## config.mk

```make
export PLATFORM = sky130hd
export DESIGN_NAME = jump_pc_sequencer_flat
export DESIGN_NICKNAME = d
export VERILOG_FILES = /design/src/rtl/jump_pc_sequencer_if.sv /design/src/rtl/jump_pc_sequencer.sv /design/src/flat_wrapper.sv
export SDC_FILE = /design/constraint.sdc
export NUM_CORES = 1
export LEC_CHECK = 0
export ABC_AREA = 1
export BUFFER_PORTS_ARGS = -buffer_cell sky130_fd_sc_hd__clkbuf_2
export CORE_MARGIN = 2
export CORE_UTILIZATION = 30
export DETAILED_ROUTE_END_ITERATION = 8
export PLACE_DENSITY_LB_ADDON = 0.05
export SYNTH_ARGS = -nofsm -noshare
export SYNTH_HDL_FRONTEND = slang
export SYNTH_SLANG_ARGS = --single-unit
```

## constraint.sdc

```tcl
create_clock -name clk -period 5.9 [get_ports clk]
set_clock_uncertainty 0.05 [all_clocks]
set_input_delay 0.59 -clock clk [delete_from_list [all_inputs] [get_ports clk]]
set_output_delay 0.59 -clock clk [all_outputs]
set_load 0.05 [all_outputs]
```

## src/rtl/jump_pc_sequencer_if.sv

```systemverilog
// Fetch-side bus of the jump/PC sequencer: instruction presentation in,
// program counter, redirect/flush control and link/trap results out.
interface jump_pc_sequencer_if;
    logic        instr_valid;
    logic [31:0] Instruction_code;
    logic [31:0] rs1_data;
    logic        branch_taken;
    logic        stall;
    logic [31:0] pc;
    logic        redirect;
    logic        flush;
    logic [31:0] link_addr;
    logic        link_we;
    logic        trap;
    logic [31:0] trap_addr;

    // Fetch/decode side: presents instructions, consumes PC and control
    modport master (
        output instr_valid, Instruction_code, rs1_data, branch_taken, stall,
        input  pc, redirect, flush, link_addr, link_we, trap, trap_addr
    );

    // Sequencer side
    modport slave (
        input  instr_valid, Instruction_code, rs1_data, branch_taken, stall,
        output pc, redirect, flush, link_addr, link_we, trap, trap_addr
    );
endinterface

```

## src/rtl/jump_pc_sequencer.sv

```systemverilog
// Program counter owner for the single-issue RISC-V core.
// Advances by 4 per accepted instruction, redirects on JAL/JALR/taken
// branches, then squashes wrong-path fetches for FLUSH_CYCLES cycles.
// Optional feature: define JUMP_PC_SEQUENCER_MISALIGN_TRAP_EN to divert
// redirects with target[1]=1 to TRAP_VECTOR and report the faulting target.
module jump_pc_sequencer #(
    parameter logic [31:0] RESET_PC     = 32'h0000_0000,
    parameter int          FLUSH_CYCLES = 2,
    parameter logic [31:0] TRAP_VECTOR  = 32'h0000_0100
) (
    input  logic           clk,
    input  logic           reset,
    jump_pc_sequencer_if.slave bus
);

    localparam logic [6:0] OP_JAL    = 7'b1101111;
    localparam logic [6:0] OP_JALR   = 7'b1100111;
    localparam logic [6:0] OP_BRANCH = 7'b1100011;
    localparam logic [2:0] FLUSH_LOAD = 3'(FLUSH_CYCLES);

    typedef enum logic [0:0] {S_RUN, S_FLUSH} state_t;

    state_t      state_q, state_d;
    logic [2:0]  cnt_q, cnt_d;
    logic [31:0] pc_q, pc_d;
    logic        redirect_q, redirect_d;
    logic [31:0] link_addr_q, link_addr_d;
    logic        link_we_q, link_we_d;

    logic [31:0] instr;
    logic [6:0]  opcode;
    logic [4:0]  rd;
    logic [31:0] imm_j, imm_i, imm_b;
    logic        accept, is_jal, is_jalr, is_taken_br, take, link_wanted;
    logic [31:0] target;

    assign instr  = bus.Instruction_code;
    assign opcode = instr[6:0];
    assign rd     = instr[11:7];

    // Sign-extended J-, I- and B-type immediates
    assign imm_j = {{11{instr[31]}}, instr[31], instr[19:12], instr[20], instr[30:21], 1'b0};
    assign imm_i = {{20{instr[31]}}, instr[31:20]};
    assign imm_b = {{19{instr[31]}}, instr[31], instr[7], instr[30:25], instr[11:8], 1'b0};

    assign accept      = (state_q == S_RUN) && bus.instr_valid && !bus.stall;
    assign is_jal      = (opcode == OP_JAL);
    assign is_jalr     = (opcode == OP_JALR);
    assign is_taken_br = (opcode == OP_BRANCH) && bus.branch_taken;
    assign take        = is_jal || is_jalr || is_taken_br;
    assign link_wanted = (is_jal || is_jalr) && (rd != 5'd0);

    // Redirect target selection; JALR clears bit 0 of its sum
    always_comb begin
        target = pc_q + imm_b;
        if (is_jal) begin
            target = pc_q + imm_j;
        end else if (is_jalr) begin
            target = (bus.rs1_data + imm_i) & ~32'h1;
        end
    end

`ifdef JUMP_PC_SEQUENCER_MISALIGN_TRAP_EN
    logic        trap_q, trap_d;
    logic [31:0] trap_addr_q, trap_addr_d;
`else
    logic        unused_trap_vector;
    assign unused_trap_vector = ^TRAP_VECTOR;
`endif

    // Next-state and next-output logic for the RUN/FLUSH sequencer
    always_comb begin
        state_d     = state_q;
        cnt_d       = cnt_q;
        pc_d        = pc_q;
        redirect_d  = 1'b0;
        link_we_d   = 1'b0;
        link_addr_d = link_addr_q;
`ifdef JUMP_PC_SEQUENCER_MISALIGN_TRAP_EN
        trap_d      = 1'b0;
        trap_addr_d = trap_addr_q;
`endif
        case (state_q)
            S_RUN: begin
                if (accept) begin
                    if (take) begin
                        pc_d       = target;
                        redirect_d = 1'b1;
                        cnt_d      = FLUSH_LOAD;
                        state_d    = S_FLUSH;
`ifdef JUMP_PC_SEQUENCER_MISALIGN_TRAP_EN
                        if (target[1]) begin
                            // Misaligned target: trap instead, no link write
                            pc_d        = TRAP_VECTOR;
                            trap_d      = 1'b1;
                            trap_addr_d = target;
                        end else if (link_wanted) begin
                            link_we_d   = 1'b1;
                            link_addr_d = pc_q + 32'd4;
                        end
`else
                        if (link_wanted) begin
                            link_we_d   = 1'b1;
                            link_addr_d = pc_q + 32'd4;
                        end
`endif
                    end else begin
                        pc_d = pc_q + 32'd4;
                    end
                end
            end
            S_FLUSH: begin
                cnt_d = cnt_q - 3'd1;
                if (cnt_q <= 3'd1) begin
                    cnt_d   = 3'd0;
                    state_d = S_RUN;
                end
            end
            default: state_d = S_RUN;
        endcase
    end

    // State and output registers; reset has priority in every state
    always_ff @(posedge clk) begin
        if (reset) begin
            state_q     <= S_RUN;
            cnt_q       <= 3'd0;
            pc_q        <= RESET_PC;
            redirect_q  <= 1'b0;
            link_we_q   <= 1'b0;
            link_addr_q <= 32'd0;
        end else begin
            state_q     <= state_d;
            cnt_q       <= cnt_d;
            pc_q        <= pc_d;
            redirect_q  <= redirect_d;
            link_we_q   <= link_we_d;
            link_addr_q <= link_addr_d;
        end
    end

`ifdef JUMP_PC_SEQUENCER_MISALIGN_TRAP_EN
    // Trap pulse and held faulting address
    always_ff @(posedge clk) begin
        if (reset) begin
            trap_q      <= 1'b0;
            trap_addr_q <= 32'd0;
        end else begin
            trap_q      <= trap_d;
            trap_addr_q <= trap_addr_d;
        end
    end
    assign bus.trap      = trap_q;
    assign bus.trap_addr = trap_addr_q;
`else
    assign bus.trap      = 1'b0;
    assign bus.trap_addr = 32'd0;
`endif

    assign bus.pc        = pc_q;
    assign bus.redirect  = redirect_q;
    assign bus.flush     = (state_q == S_FLUSH);
    assign bus.link_addr = link_addr_q;
    assign bus.link_we   = link_we_q;

endmodule

```

## src/flat_wrapper.sv

```systemverilog
// flat-port wrapper written by rule: the top's interface ports become plain ports
module jump_pc_sequencer_flat 
#(
    parameter logic [31:0] RESET_PC     = 32'h0000_0000,
    parameter int          FLUSH_CYCLES = 2,
    parameter logic [31:0] TRAP_VECTOR  = 32'h0000_0100
)
  (clk, reset, bus_instr_valid, bus_Instruction_code, bus_rs1_data, bus_branch_taken, bus_stall, bus_pc, bus_redirect, bus_flush, bus_link_addr, bus_link_we, bus_trap, bus_trap_addr);
  jump_pc_sequencer_if bus_i ();
  input  logic clk;
  input  logic reset;
  input wire logic [$bits(bus_i.instr_valid)-1:0] bus_instr_valid;
  input wire logic [$bits(bus_i.Instruction_code)-1:0] bus_Instruction_code;
  input wire logic [$bits(bus_i.rs1_data)-1:0] bus_rs1_data;
  input wire logic [$bits(bus_i.branch_taken)-1:0] bus_branch_taken;
  input wire logic [$bits(bus_i.stall)-1:0] bus_stall;
  output wire logic [$bits(bus_i.pc)-1:0] bus_pc;
  output wire logic [$bits(bus_i.redirect)-1:0] bus_redirect;
  output wire logic [$bits(bus_i.flush)-1:0] bus_flush;
  output wire logic [$bits(bus_i.link_addr)-1:0] bus_link_addr;
  output wire logic [$bits(bus_i.link_we)-1:0] bus_link_we;
  output wire logic [$bits(bus_i.trap)-1:0] bus_trap;
  output wire logic [$bits(bus_i.trap_addr)-1:0] bus_trap_addr;
  assign bus_i.instr_valid = bus_instr_valid;
  assign bus_i.Instruction_code = bus_Instruction_code;
  assign bus_i.rs1_data = bus_rs1_data;
  assign bus_i.branch_taken = bus_branch_taken;
  assign bus_i.stall = bus_stall;
  assign bus_pc = bus_i.pc;
  assign bus_redirect = bus_i.redirect;
  assign bus_flush = bus_i.flush;
  assign bus_link_addr = bus_i.link_addr;
  assign bus_link_we = bus_i.link_we;
  assign bus_trap = bus_i.trap;
  assign bus_trap_addr = bus_i.trap_addr;
  jump_pc_sequencer #(.RESET_PC(RESET_PC), .FLUSH_CYCLES(FLUSH_CYCLES), .TRAP_VECTOR(TRAP_VECTOR)) u_core (.clk(clk), .reset(reset), .bus(bus_i));
endmodule
```

==> results.ini, run 1 <==
[floorplanning]
die_area_um2=35200
pin_count=169
die_w_um=188
rows=67
dieHeight_um=188
start_util=0.303
core_area_um2=33400

[routing]
detail_route.wl_per_cell_um=17.2
firstDrtPassIters=6
drc_errors=0
ant_nets=0
wl_mm=42.3
drt_iter0_markers=980
routed_via_density=4.82
num_vias=11800

[layout]
synthToLayoutAreaGrowth_pct=13.8
nNetsFinal=2150
drive_above_1_share=0.0902
layout_common_cells=639 x nand2_1, 316 x inv_1, 168 x nor2_1
finalNonFillerCells=2455
layout_commonest_cell=nand2_1
diodes=0

[critical_path]
startpoint_type=flip-flop
reg2reg_from=u_core.bus.flush
r2r_end=u_core.bus.link_addr[10]
critPathMaxStageDelay_ps=530
path_class=reg2reg
crit_arrival_ps=3230
reg2regPathDepth=8
required_ps=6060
cpMaxStageDelayCell=inv_1
crit_path_end_kind=flip-flop
r2r_setup_slack_ps=2830
cp_max_fo=39
crit_chain=nor3_4 > buf_4 > inv_1 > nor2_2 > buf_4 > inv_1 > o21ai_0 > a21oi_1

[clock_network]
clkTransAtPathRegs_ps=60
clk_latency_ps=350
tritoncts_num_sinks=68
cts_buffer_depth=2
cts_resized=0
post_cts_buffers=0
cts_tree=built
cts_hold_buf=0
cts_root_buf=clkbuf_16
htree_levels=3
cts_buffers=9

[timing]
slew_viol_final=0
hold_violations=0
period_share=0.520
fmaxAchievable_mhz=326
max-slew-margin-rel=0.356
rsz0062_at_grt=no
finalSetupViolations=0
timing.hold.ws_ps=402
tightest_slew_ps=964
setup-tns-final_ps=0
min_period_ps=3070

[yosys]
synthFlopType=dfxtp_1
ys_types=43
ys_warn_count=0
synth-edff-count=0
ys_ff_latch=68
synth-async-reset-ratio=0
avgSynthCellArea_um2=5.37
syn-instance-count=1882
yosysSeqAreaShare=0.135
synthesis.area_um2=10100

[power]
power.total_w=0.00182
p_leak_nw=6.42
p_per_area_nw_per_um2=158
vdd_drop_max_mv=0.131

[hold_path]
min_to=u_core.bus.link_addr[9]
hold_path_class=reg2reg
holdPathStages=2
hold_start=u_core.bus.link_addr[9]

[placement]
portBuffers=133
gp_congestion=0.977
dpl.cell_count=2439
dp_hpwl_mm=35.3

[grt]
grt_overflow=0
track_usage=0.239
first_global_vias=10800
grt_antenna_before_repair=0
grt_pass1_wl_mm=64.5
grt_max_degree=42

[run]
maxCapViolations=0

[outcome]
status=completed

## logic make-up (layout without fill, tap and decap cells)
kind of cell,after synthesis,after routing,synth area share
AOI/OAI and AO/OA,272,272,0.147
and+or+nand+nor,1037,1037,0.426
DFF,68,68,0.135
other,1,35,0.000371
adders and majority gates,79,79,0.100
xor gates and xnor gates,39,39,0.0338
buffers and inverters,386,477,0.158
## per-stage QoR
| step | area, um^2 | util | worst slack [ps] |
|---|---|---|---|
| 3_3_place_gp | 11100 | 0.334 | 2570 |
| 6_report | 11500 | 0.345 | 2830 |
| 3_5_place_dp | 11100 | 0.334 | 2570 |
| 5_1_grt | 11500 | 0.345 | 2480 |
| 2_1_floorplan | 10200 | - | 3110 |
| 4_1_cts | 11500 | 0.345 | 2810 |
## Yosys cell counts (6+ instances only)
| library cell | instances | area (um^2) |
|---|---|---|
| nor2_1 | 169 | 634 |
| nand4_1 | 19 | 119 |
| o21a_1 | 7 | 52.6 |
| ha_1 | 76 | 951 |
| a31oi_1 | 6 | 37.5 |
| nor4_1 | 7 | 43.8 |
| buf_4 | 36 | 270 |
| o21ai_0 | 89 | 445 |
| o211ai_1 | 16 | 120 |
| o21bai_1 | 10 | 75.1 |
| dfxtp_1 | 68 | 1360 |
| nand3_1 | 151 | 756 |
| nand2_1 | 639 | 2400 |
| buf_2 | 10 | 50.1 |
| a21oi_1 | 132 | 661 |
| nand3b_1 | 8 | 60.1 |
| clkbuf_1 | 20 | 75.1 |
| xor2_1 | 26 | 228 |
| xnor2_1 | 13 | 114 |
| inv_1 | 316 | 1190 |
| or2_2 | 9 | 56.3 |
| nor3_1 | 17 | 85.1 |
## worst max path at each step
stage,cells after the start,endpoint,start
3_3_place_gp,16,u_core.bus.pc[23],bus_Instruction_code[31]
4_1_cts,8,u_core.bus.link_addr[8],u_core.bus.flush
3_5_place_dp,9,u_core.bus.link_addr[8],bus_stall
5_1_grt,8,u_core.bus.link_addr[10],u_core.bus.flush
2_1_floorplan,14,u_core.bus.pc[19],u_core.bus.pc[2]
6_report,8,u_core.bus.link_addr[10],u_core.bus.flush
## layout make-up
class / count / area, um^2
Clock buffer: 9 / 225
Timing Repair Buffer: 142 / 733
Sequential cell: 68 / 1360
Fill cell: 3923 / 21900
Inverter: 319 / 1200
Tap cell: 448 / 561
Multi-Input combinational cell: 1462 / 7280
Clock inverter: 7 / 146
## power by group
part	leakage (nW)	internal [W]	switching, W
Combinational	5.69	0.000186	0.000460
Clock	0.180	0.000459	0.000230
Sequential	0.550	0.000467	0.0000203
Total	6.42	0.00111	0.000711
## layer usage
layer | vias up | share of wire | track usage
met5 | - | 0 | 0
met4 | 0 | 0.022 | 0.0521
met3 | 47 | 0.045 | 0.0238
met2 | 340 | 0.45 | 0.394
met1 | 5286 | 0.49 | 0.335
li1 | 6162 | - | -
## registers in the layout, summed over array words and instances, names as in the netlist
name                  flops
u_core.bus.link_we        1
u_core.cnt_q              3
u_core.bus.pc            31
u_core.bus.link_addr     31
u_core.bus.redirect       1
u_core.bus.flush          1
## worst max-delay path: cells and delay by family (launching register included)
family | cells | cell delay, ps
buf+inv | 4 | 1670
simple gates | 2 | 460
flops | 1 | 390
compound gates | 2 | 330
(Power assumes the default switching activity.)
==> run 2: changes to the inputs <==
- clock period: 5.9 -> 3.1 ns (I/O delays scaled with it)
==> results.ini, run 2 (synthesized netlist as in run 1, its figures left out) <==
[clock_network]
cts_buffers=9  ; unchanged
htree_levels=3  ; unchanged
clkTransAtPathRegs_ps=60  ; about the same
cts_buffer_depth=2  ; unchanged
tritoncts_num_sinks=68  ; unchanged
cts_root_buf=clkbuf_16
cts_tree=built
clk_latency_ps=340  ; about the same

[run]
maxCapViolations=0  ; unchanged

[layout]
diodes=0  ; unchanged
nNetsFinal=2187  ; +1.7%
register_area_um2=1360  ; about the same
multi_input_area_um2=7280  ; unchanged
layout_commonest_cell=nand2_1
fin_util=0.351  ; +0.00626
synthToLayoutAreaGrowth_pct=15.9
layout_common_cells=639 x nand2_1, 316 x inv_1, 168 x nor2_1
n_fill_cell=3965  ; +1.1%
drive_above_1_share=0.106  ; +0.0160

[timing]
rsz0062_at_grt=no
finalWorstSetupSlack_ps=304  ; -2530 ps
finalSetupViolations=0  ; unchanged
min_period_ps=2800  ; -272 ps
hold_violations=0  ; unchanged
fmaxAchievable_mhz=358  ; +9.7%
period_share=0.902  ; +0.382
slew_viol_final=0  ; unchanged
max-slew-margin-rel=0.539  ; +0.182
tightest_slew_ps=692  ; -272 ps
setup-tns-final_ps=0  ; unchanged

[critical_path]
path_buf_inv=2  ; -2
cpMaxStageDelayCell=ha_1
crit_chain=ha_1 > nand2_1 > nor2_1 > inv_1 > nor3_1 > o21ai_0 > nand3_1 > nor2_1 > o21ai_0 > inv_1 > nand2_1 > nand2_1 > a21oi_1
startpoint_type=flip-flop
cp_num_cells=13  ; +5
cp_top_family=simple AND/OR/NAND/NOR gates
crit_arrival_ps=3020  ; -210 ps
worst_path_most_repeated_cell=nand2_1
critPathMaxStageDelay_ps=460  ; -70 ps
required_ps=3320  ; -2740 ps
crit_path_end_kind=flip-flop
cp_max_fo=7  ; -82%
reg2regPathDepth=13  ; +5
path_class=reg2reg

[grt]
track_usage=0.241  ; +0.00203
grt_antenna_before_repair=0  ; unchanged
grt_max_degree=39  ; -7.1%
first_global_vias=11100  ; +2.6%
grt_pass1_wl_mm=65.3  ; +1.2%
grt_overflow=0  ; unchanged

[floorplanning]
rows=67  ; unchanged
core_area_um2=33400  ; unchanged
die_area_um2=35200  ; unchanged
pin_count=169  ; unchanged
dieHeight_um=188  ; unchanged
die_w_um=188  ; unchanged
start_util=0.303  ; unchanged

[routing]
drt_iter0_markers=667  ; -32%
num_vias=12100  ; +1.9%
routed_via_density=4.84  ; +0.41%
ant_nets=0  ; unchanged
drc_errors=0  ; unchanged
wl_mm=42.9  ; +1.5%
firstDrtPassIters=5  ; -1
detail_route.wl_per_cell_um=17.2  ; about the same

[placement]
gp_congestion=0.935  ; -4.3%
portBuffers=133  ; unchanged
pre_cts_ws_ps=115  ; -2460 ps
dp_hpwl_mm=36.4  ; +3.1%

[outcome]
status=completed

[power]
power.total_w=0.00318  ; +75%
p_leak_nw=6.58  ; +2.5%
p_per_area_nw_per_um2=272  ; +72%
vdd_drop_max_mv=0.274  ; +110%

[hold_path]
holdPathStages=3  ; +1
hold_path_class=in2reg

## run 2: where the power goes
| part | switching (W) | internal [W] | leakage (nW) | total (W) |
|---|---|---|---|---|
| logic | 0.000879 | 0.000373 | 5.89 | 0.00125 |
| registers | 0.0000301 | 0.000890 | 0.550 | 0.000920 |
| clock network | 0.000390 | 0.000624 | 0.145 | 0.00101 |
| total | 0.00130 | 0.00189 | 6.58 | 0.00318 |
## run 2: area by class of cell
cell class / count / share of cell area
repair buffers: 179 / 0.0874
flip-flops and latches: 68 / 0.116
well taps: 448 / 0.0478
clock buffers: 14 / 0.0242
clock inverters: 1 / 0.000427
multi-input cells: 1462 / 0.622
inverters: 319 / 0.102
## run 2: path summary, 6_finish.rpt
check                                start                      end  slack (ps)
setup / recovery         u_core.bus.pc[22]        u_core.bus.pc[23]         300
setup reg to reg         u_core.bus.pc[22]        u_core.bus.pc[23]         300
hold reg to reg    u_core.bus.link_addr[4]  u_core.bus.link_addr[4]         400
hold / removal    bus_Instruction_code[11]       u_core.bus.link_we         390
## run 2: worst register-to-register path, stage by stage, from the launching register on
cell     delay [ps]
dfxtp_1         400
ha_1            460
nand2_1         200
nor2_1          180
inv_1            80
nor3_1          440
o21ai_0         240
nand3_1         180
nor2_1           60
o21ai_0         160
inv_1            60
nand2_1          60
nand2_1          50
a21oi_1         100
## run 2: metal layers
| layer | share of wire | track usage |
|---|---|---|
| met1 | 0.48 | 0.331 |
| met2 | 0.46 | 0.402 |
| met3 | 0.046 | 0.0266 |
| met4 | 0.020 | 0.0575 |
| met5 | 0 | 0 |
## run 2: through the flow
step | instances | hold WS [ps] | cell area (um^2)
4_1_cts | 2491 | 388 | 11700
3_3_place_gp | 2476 | 389 | 11400
3_5_place_dp | 2476 | 393 | 11400
5_1_grt | 2491 | 412 | 11700
2_1_floorplan | 1916 | 416 | 10200
6_report | 2491 | 386 | 11700
## run 2: timing repair
action / in CTS / in global routing
resized for setup: 0 / 2
endpoints found under the setup margin: 0 / 7
hold buffers: 0 / 0
buffers inserted: 0 / 0
==> run 3: changes to the inputs <==
- BUFFER_PORTS_ARGS: -buffer_cell sky130_fd_sc_hd__clkbuf_2 -> default
- CELL_PAD_IN_SITES_DETAIL_PLACEMENT: default -> 1
- CELL_PAD_IN_SITES_GLOBAL_PLACEMENT: default -> 1
- CORE_UTILIZATION: 30 -> 44
- DONT_BUFFER_PORTS: default -> 1
==> results.ini, run 3 (synthesized netlist as in run 1, its figures left out) <==
[outcome]
status=completed

[layout]
finalNonFillerCells=2200  ; -12%
drive_above_1_share=0.0454  ; -0.0608
nNetsFinal=2058  ; -5.9%
synthToLayoutAreaGrowth_pct=7.98
layout_commonest_cell=nand2_1
layout_common_cells=639 x nand2_1, 316 x inv_1, 168 x nor2_1
n_fill_cell=3383  ; -15%
diodes=0  ; unchanged

[grt]
grt_antenna_before_repair=0  ; unchanged
grt_pass1_wl_mm=64.3  ; -1.5%
track_usage=0.340  ; +0.0994
grt_max_degree=46  ; +18%
first_global_vias=11800  ; +6.4%
grt_overflow=0  ; unchanged

[placement]
dpl.cell_count=2183  ; -12%
dp_hpwl_mm=35.0  ; -4.0%
gp_congestion=0.940  ; +0.52%
portBuffers=0  ; -100%

[clock_network]
htree_levels=3  ; unchanged
tritoncts_num_sinks=68  ; unchanged
clk_latency_ps=340  ; about the same
cts_root_buf=clkbuf_16
cts_buffer_depth=2  ; unchanged
cts_tree=built
clkTransAtPathRegs_ps=60  ; about the same
post_cts_buffers=0  ; unchanged
cts_buffers=9  ; unchanged

[routing]
firstDrtPassIters=5  ; unchanged
detail_route.wl_per_cell_um=19.0  ; +10%
dr_wl_met3_mm=2.49  ; +27%
ant_nets=0  ; unchanged
num_vias=12200  ; +0.99%
wl_mm=41.8  ; -2.6%
routed_via_density=5.54  ; +14%
routedLengthMet1_mm=18.8  ; -8.2%
wl_met2_mm=18.8  ; -3.8%
dr.max_layer_used=met4
drc_errors=0  ; unchanged
drt_iter0_markers=828  ; +24%

[floorplanning]
die_area_um2=24200  ; -31%
dieHeight_um=156  ; -17%
die_w_um=156  ; -17%
rows=55  ; -18%
pin_count=169  ; unchanged
start_util=0.448  ; +0.145
core_area_um2=22600  ; -32%

[power]
p_per_area_nw_per_um2=302  ; +11%
vdd_drop_max_mv=0.264  ; -3.6%
p_leak_nw=6.04  ; -8.2%

[critical_path]
crit_path_end_kind=flip-flop
startpoint_type=flip-flop
path_class=reg2reg
cp_max_fo=7  ; unchanged
crit_arrival_ps=2840  ; -180 ps
required_ps=3230  ; -90 ps

[timing]
tightest_slew_ps=913  ; +221 ps
min_period_ps=2710  ; -87.9 ps
rsz0062_at_grt=no
setup-tns-final_ps=0  ; unchanged
max-slew-margin-rel=0.390  ; -0.149
hold_violations=0  ; unchanged
period_share=0.874  ; -0.0284
finalSetupViolations=0  ; unchanged
slew_viol_final=0  ; unchanged
fmaxAchievable_mhz=369  ; +3.2%

[hold_path]
hold_path_class=in2reg

[run]
maxCapViolations=0  ; unchanged

## run 3: cell types whose count changed in the layout (fill, tap and decap cells not counted), moves of 2 or more
cell,before,now
bufinv_16,0,3
clkbuf_8,4,0
clkbuf_2,133,0
clkinv_4,0,2
buf_4,45,49
## run 3: worst paths after layout
kind,startpoint,to,slack [ps],depth (start not counted)
worst max-delay path,u_core.bus.pc[14],u_core.bus.pc[22],390,14
worst min-delay path,reset,u_core.bus.pc[5],40,1
worst max register to register,u_core.bus.pc[14],u_core.bus.pc[22],390,14
worst min register to register,u_core.cnt_q[1],u_core.cnt_q[1],480,2
## run 3: per-stage QoR
stage	hold slack (ps)	worst slack [ps]	total power (W)	cell area (um^2)	utilization
after floorplan	416	311	0.00183	10200	-
after global placement	333	517	0.00207	10600	0.468
after detailed placement	336	343	0.00210	10600	0.468
after CTS	39.4	320	0.00329	10900	0.484
after global routing	41.1	54.0	0.00348	10900	0.484
final	43.3	392	0.00330	10900	0.484
## run 3: layer usage
metal | vias to the layer above | track usage
li1 | 5966 | -
met1 | 5744 | 0.451
met2 | 391 | 0.560
met3 | 76 | 0.0519
met4 | 0 | 0.124
met5 | - | 0
## run 3: timing repair
| action | in CTS | in global routing |
|---|---|---|
| setup endpoints to repair | 0 | 1 |
| endpoints found under the hold margin | 17 | 0 |
| resized for setup | 0 | 1 |
| hold buffers | 1 | 0 |
## run 3: power by group
group          switching, W  leakage [nW]  internal, W
clock              0.000405         0.167     0.000787
sequential        0.0000288         0.550     0.000889
combinational      0.000853          5.33     0.000337
## run 3: final cells by class
class,count,area [um^2],share of cell area
Clock buffer,10,229,0.0210
Tap cell,285,357,0.0327
Clock inverter,6,113,0.0103
Multi-Input combinational cell,1462,7280,0.667
Inverter,319,1200,0.110
Timing Repair Buffer,50,378,0.0346
Sequential cell,68,1360,0.125
## run 3: worst max-delay path, stage by stage (launching register included)
cell	delay (ps)
dfxtp_1	410
ha_1	460
nand2_1	160
nor2_1	240
inv_1	90
nor2_1	260
o21ai_0	180
nand3_1	160
nand2_1	80
nand2_1	60
o21ai_0	70
inv_1	60
nand2_1	110
nand2_1	90
a21oi_1	60
